File: src/rtl/edf_port_tx.sv
// Egress stage behind the per-port EDF queue: pops the earliest-deadline pointer,
// bursts that packet out of the data RAM and re-frames it onto the tx interface.
module edf_port_tx #(
    parameter int PTR_LAT    = 2,
    parameter int IFG_CYCLES = 12,
    parameter int LEN_WIDTH  = 12
) (
    input  logic        clk,
    input  logic        rstn,
    input  logic        tx_pause,
    input  logic        ptr_fifo_empty,
    output logic        ptr_fifo_rd,
    input  logic [15:0] ptr_fifo_dout,
    output logic        data_fifo_rd,
    input  logic [7:0]  data_fifo_dout,
    output logic        tx_sof,
    output logic        tx_dv,
    output logic [7:0]  tx_data,
    output logic        busy,
    output logic [15:0] frame_cnt,
    output logic        zero_len_err
);

    localparam logic [2:0] IDLE     = 3'd0;
    localparam logic [2:0] PTR_WAIT = 3'd1;
    localparam logic [2:0] READ     = 3'd2;
    localparam logic [2:0] DRAIN    = 3'd3;
    localparam logic [2:0] IFG      = 3'd4;

    localparam logic [15:0] PTR_LAST = 16'(PTR_LAT);
    localparam logic [15:0] IFG_LAST = 16'(IFG_CYCLES - 1);

    logic [2:0]           state;
    logic [15:0]          wait_cnt;
    logic [LEN_WIDTH-1:0] rd_cnt;
    logic [LEN_WIDTH-1:0] len;
    logic                 sof_rd;
    logic                 sof_pipe;
    logic                 dv_pipe;
    logic                 unused_len_hi;

    assign len           = ptr_fifo_dout[LEN_WIDTH-1:0];
    assign unused_len_hi = ^ptr_fifo_dout[15:LEN_WIDTH];

    // IFG is entered on the cycle of the last tx_dv, so the IDLE cycle that
    // decides the next pop is the final gap cycle and the spacing stays minimal.
    always_ff @(posedge clk or negedge rstn) begin
        if (!rstn) begin
            state        <= IDLE;
            wait_cnt     <= '0;
            rd_cnt       <= '0;
            ptr_fifo_rd  <= 1'b0;
            data_fifo_rd <= 1'b0;
            sof_rd       <= 1'b0;
            busy         <= 1'b0;
            frame_cnt    <= '0;
            zero_len_err <= 1'b0;
        end else begin
            ptr_fifo_rd  <= 1'b0;
            zero_len_err <= 1'b0;
            sof_rd       <= 1'b0;
            case (state)
                IDLE: begin
                    if (!ptr_fifo_empty && !tx_pause) begin
                        ptr_fifo_rd <= 1'b1;
                        wait_cnt    <= '0;
                        busy        <= 1'b1;
                        state       <= PTR_WAIT;
                    end
                end
                PTR_WAIT: begin
                    if (wait_cnt == PTR_LAST) begin
                        if (len == '0) begin
                            zero_len_err <= 1'b1;
                            wait_cnt     <= '0;
                            if (IFG_CYCLES == 0) begin
                                busy  <= 1'b0;
                                state <= IDLE;
                            end else begin
                                state <= IFG;
                            end
                        end else begin
                            rd_cnt       <= len;
                            data_fifo_rd <= 1'b1;
                            sof_rd       <= 1'b1;
                            state        <= READ;
                        end
                    end else begin
                        wait_cnt <= wait_cnt + 16'd1;
                    end
                end
                READ: begin
                    if (rd_cnt == LEN_WIDTH'(1)) begin
                        data_fifo_rd <= 1'b0;
                        state        <= DRAIN;
                    end else begin
                        rd_cnt <= rd_cnt - LEN_WIDTH'(1);
                    end
                end
                DRAIN: begin
                    frame_cnt <= frame_cnt + 16'd1;
                    wait_cnt  <= '0;
                    if (IFG_CYCLES == 0) begin
                        busy  <= 1'b0;
                        state <= IDLE;
                    end else begin
                        state <= IFG;
                    end
                end
                IFG: begin
                    if (wait_cnt == IFG_LAST) begin
                        busy  <= 1'b0;
                        state <= IDLE;
                    end else begin
                        wait_cnt <= wait_cnt + 16'd1;
                    end
                end
                default: begin
                    busy  <= 1'b0;
                    state <= IDLE;
                end
            endcase
        end
    end

    // RAM data arrives one cycle after the read and is registered once more,
    // giving the two-cycle read-to-tx latency.
    always_ff @(posedge clk or negedge rstn) begin
        if (!rstn) begin
            dv_pipe  <= 1'b0;
            sof_pipe <= 1'b0;
            tx_dv    <= 1'b0;
            tx_sof   <= 1'b0;
            tx_data  <= '0;
        end else begin
            dv_pipe  <= data_fifo_rd;
            sof_pipe <= sof_rd;
            tx_dv    <= dv_pipe;
            tx_sof   <= sof_pipe;
            if (dv_pipe) begin
                tx_data <= data_fifo_dout;
            end
        end
    end

endmodule

File: config.mk
export PLATFORM = sky130hd
export DESIGN_NAME = edf_port_tx
export DESIGN_NICKNAME = d
export VERILOG_FILES = /design/src/rtl/edf_port_tx.sv
export SDC_FILE = /design/constraint.sdc
export NUM_CORES = 1
export LEC_CHECK = 0
export ABC_AREA = 1
export BUFFER_PORTS_ARGS = -buffer_cell sky130_fd_sc_hd__buf_2
export CAP_MARGIN = 20
export CORE_ASPECT_RATIO = 1.4
export CORE_MARGIN = 1
export CORE_UTILIZATION = 57
export CTS_CLUSTER_DIAMETER = 40
export DETAILED_ROUTE_END_ITERATION = 12
export PLACE_DENSITY = 0.85
export SLEW_MARGIN = 40
export SYNTH_ARGS = -nofsm -noshare
export SYNTH_HDL_FRONTEND = slang
export SYNTH_SLANG_ARGS = --single-unit
File: constraint.sdc
create_clock -name clk -period 2.2 [get_ports clk]
set_input_delay 0.11 -clock clk [delete_from_list [all_inputs] [get_ports clk]]
set_output_delay 0.11 -clock clk [all_outputs]
set_load 0.01 [all_outputs]
---- Yosys cells after proc, flatten, opt, wreduce, memory -nomap -nowiden ----
Cells that the tools add are included.
storage, ports and cells
  flip-flop bits (word level) ............. 64
  output and inout bits ................... 30
cells by class
  add/sub/neg operators ................... 3
  equality and inequality tests ........... 15
  multiplexer cells ....................... 30
  bitwise gates (word level) .............. 1
  reduce and logical (&&, ||, !) cells .... 13
operators by type and width
  cell                                                                  number
  16-bit two-way mux                                                    4
  16-bit case mux with 4 select lines                                   1
  12-bit two-way mux                                                    3
  16-bit by 1-bit adder with 16-bit output, second input constant       2
  12-bit case mux with 2 select lines                                   1
  16-bit by 2-bit == test with 1-bit output, second input constant      1
  16-bit by 4-bit == test with 1-bit output, second input constant      1
  4-bit AND reduction                                                   4
  3-bit two-way mux                                                     5
  3-bit case mux with 5 select lines                                    1
  2-bit inequality test, second input constant                          7
  1-bit two-way mux                                                     13
  12-bit by 1-bit == test with 1-bit output, second input constant      1
  12-bit zero test                                                      1
  12-bit by 1-bit subtractor with 12-bit output, second input constant  1
  3-bit by 2-bit == test with 1-bit output, second input constant       2
  4-bit nonzero test                                                    1
  3-bit by 1-bit == test with 1-bit output, second input constant       1
  3-bit == test, second input constant                                  1
  3-bit zero test                                                       1
  3-bit inequality test, second input constant                          1
  1-bit case mux with 3 select lines                                    1
  3-bit AND reduction                                                   1
  3-bit OR reduction                                                    1
  other kinds (5)                                                       6

---- Logic depth before layout (Yosys ltp) ----
  word-level depth ........................ 4
  mapped depth ............................ 11

---- Worst setup path after synthesis ----
No wires, ideal clock.
  path type ............................... register to register
  start point ............................. register wait_cnt[0]
  end point ............................... register wait_cnt[8]
  setup time .............................. 0.121 ns
  data arrival time ....................... 1.484 ns
  data required time ...................... 2.079 ns
  path slack .............................. 0.595 ns
  cell stages (with the launch flop) ...... 11
  clock period less this slack ............ 1.605 ns
  cell sequence ........................... dfrtp_1 ha_1 nand3_1 nor2_1 nand2_1 nand2_1 nand2_1 nand3_2 buf_2 nand2_1 nand2_1
on the way
  cells in the longest elaborated chain, start to end .. 3
  elaborated cells on any way between the ends .. 9
  classes of those cells .................. add/sub: 1; eq/ne: 4; mux: 3; reduce/logical: 1
RTL lines
  item                                                                        line     RTL
  start, declared                                                             34       logic [15:0] wait_cnt;
  start signal, assigned                                                      89       wait_cnt <= wait_cnt + 16'd1;
  start signal, assigned                                                      115      wait_cnt <= wait_cnt + 16'd1;
  16-bit by 1-bit adder with 16-bit output, or another cell as far along      89, 115
  16-bit two-way mux, or another cell as far along                            111      if (wait_cnt == IFG_LAST) begin
  16-bit case mux with 4 select lines or 4-bit AND reduction (tied branches)  n/a
Several ways; a longest one is shown, not always the timed one. The select of a mux whose other input is x is not followed.
A chain may end at the register's enable or synchronous reset.

---- Worst setup path after layout ----
  start point ............................. register wait_cnt[0]
  end point ............................... register wait_cnt[1]
Same word-level chain as after synthesis.

==> run metrics <==
status finished clean; initial DRC count 303; Vias/cell 5.59; area occupied by multi-input gates 0.00190 mm^2; area leader, netlist dfrtp_1; final setup vio count 0; RSZ-0062 raised after global routing no; endpoints failing hold 0; Post-Synth XOR/XNOR Area 4.69%; GPL Wtd Cong 0.932; max incr delay on CP 440 ps; CP delay by family, top simple AND/OR/NAND/NOR gates; period utilisation layout 88.0%; Die Width 70.4 um; initial core utilization 59.7%; CTS Sinks 64; Final Max Tran Viols 0; Synth Area per Inst 7.50 um^2; most frequent cells in the layout nand2_1 (159), dfrtp_1 (64), nor2_1 (62); main combinational cell family by area after synthesis simple AND/OR/NAND/NOR gates; layout cells sized above 1 16.9%; met3 GRT Util 5.26%; Max Cap Viol 0; TritonRoute pass-1 iters 6; Design Power 4.76 mW; Skew-Pair Late Insertion Delay 360 ps; peak supply drop 836 uV; CTS max path bufs 2; Storage cell area 0.00160 mm^2; Worst Tran Pin Value 495 ps; synth top area cells dfrtp_1 (43%), nand2_1 (16%), nor2_1 (6.2%); Setup CP Type register to register; Netlist cell types 32; worst min path class input pin to register; CP max-delay cell dfrtp_1; CTS Hold Buffers Added 9; crit path DAT 2190 ps; synthesized area 0.00373 mm^2; WL per Instance 13.5 um; H-Tree Depth 3; Post-synth EDFFs 0; met2 usage 47.5%; Worst Clk Skew 14.1 ps; Ports 58; WP data required 2450 ps; PD cells 1090 mW/mm^2; post-CTS setup buffers 0; crit end category register; area of the core 0.00625 mm^2; fmax 516 MHz; nets 601; Clock Root Buffer clkbuf_8; vias 3604; Seq cells post-synth 64; Worst R2R Setup Slack 260 ps; grt met1 use 30.6%; Async S/R FF share, synth 100%; DIE HEIGHT 97.8 um; commonest non-fill, non-tap cell in the layout nand2_1; ant diodes 0; Post-Syn Nets 531; register area share after synthesis 42.9%; CP Cell Sequence ha_1 -> nand3_1 -> nor2_1 -> nand2_1 -> nand2_1 -> nand2_1 -> nand3_2 -> nand2_1 -> nand2_1; # rows 34; synth warn 0; Post-CTS Resized 0; DR DRC count 0; die area 0.00688 mm^2; FILL cells 513; crit-path most repeated cell nand2_1; top-area cell type share of the netlist area 42.9%; largest net degree at the start of global routing 37; first-pass GRT wire length 14900 um; Slew HR 66.8%; number of global-route vias before repair 3492; Final HPWL DP 6280 um; crit-path max FO 16; gr ovfl total 0; Num CTS Buffers 9; GRT Util Overall 27.2%; Startpoint Class register; Buf/Inv on CP 0; Post-Synth Adder-Cell Area 1.68%; Top FF cell, synth dfrtp_1; post-synthesis mux area share 2.41%; Simple-Gate Fraction of Synth Area 35.5%; initial antenna violation count 0; Mapped Cells 498; P_leak 2.31 nW; Worst-path clk slew 80 ps; complex-gate fraction of the synthesized area 6.70%; IO Port Bufs 53; CTS tree done; post-route setup TNS 0 ps; Routed Antenna Nets 0; P&R area growth vs syn 17.3%; grt peak-use layer met2; final worst path period need 1940 ps; final wirelength 8700 um
## cells in the mapped netlist, types with 2 or more instances
| library cell | n |
|---|---|
| inv_2 | 3 |
| o211ai_1 | 10 |
| nand2_1 | 159 |
| nand3_2 | 3 |
| xnor2_1 | 5 |
| inv_1 | 47 |
| nor3_1 | 11 |
| nand2_4 | 2 |
| or2_2 | 2 |
| nand3_1 | 43 |
| o21ai_0 | 18 |
| ha_1 | 5 |
| buf_2 | 4 |
| o21ai_1 | 4 |
| dfrtp_1 | 64 |
| nand4_1 | 16 |
| nor2_1 | 62 |
| nor4_1 | 2 |
| mux2_2 | 8 |
| xor2_1 | 15 |
| clkbuf_1 | 3 |
| a2bb2oi_1 | 2 |
## cells by family after synthesis
kind of cell,Yosys count
simple gates,305
flops,64
buf+inv,58
compound gates,38
xor+xnor,20
mux,8
fa+ha+maj,5
## tightest hold or removal path: stages
cell and delay [ps]:
buf_2 90, nand2_1 50, nand2_1 50, nand2_1 40
nand2_1 50
## per-layer routing
metal / vias up / share of wire [%]
li1: 1747 / -
met5: - / 0
met1: 1673 / 39
met3: 40 / 5.1
met4: 0 / 4.2
met2: 144 / 52
## sequential cells by signal, indices dropped and copies added (netlist names)
signal,cells
zero_len_err,1
state,3
tx_data,8
frame_cnt,16
wait_cnt,16
tx_sof,1
sof_pipe,1
busy,1
ptr_fifo_rd,1
data_fifo_rd,1
tx_dv,1
dv_pipe,1
sof_rd,1
rd_cnt,12
## path summary, 6_finish.rpt
kind	start	to	depth (start not counted)
min in group asynchronous	rstn	frame_cnt[10]	3
worst max-delay path	wait_cnt[0]	wait_cnt[1]	9
worst max register to register	wait_cnt[0]	wait_cnt[1]	9
max in group asynchronous	rstn	rd_cnt[6]	3
worst min register to register	sof_pipe	tx_sof	0
worst min-delay path	ptr_fifo_dout[5]	rd_cnt[5]	5
## per-stage QoR
step | cells | area, um^2 | hold slack, ps | worst slack [ps] | util (%)
2_1_floorplan | 498 | 3730 | -186 | 595 | -
3_3_place_gp | 620 | 4080 | 143 | 372 | 65.3
3_5_place_dp | 620 | 4080 | 145 | 310 | 65.3
4_1_cts | 645 | 4380 | 61.7 | 284 | 70.0
5_1_grt | 645 | 4380 | 82.5 | 67.7 | 70.0
6_report | 645 | 4380 | 63.5 | 263 | 70.0
## report_power, final
group | leakage [nW] | internal, mW | switching [mW]
Clock | 0.102 | 0.557 | 0.497
Sequential | 0.833 | 1.49 | 0.292
Combinational | 1.38 | 0.690 | 1.23
Total | 2.31 | 2.73 | 2.02
## layout make-up
type | instances | area share, %
Multi-Input combinational cell | 376 | 43.4
Sequential cell | 64 | 36.6
Timing Repair Buffer | 67 | 8.97
Inverter | 50 | 4.28
Clock buffer | 10 | 3.14
Tap cell | 72 | 2.06
Clock inverter | 6 | 1.57
Note: power is estimated with default switching activity, not from simulation.
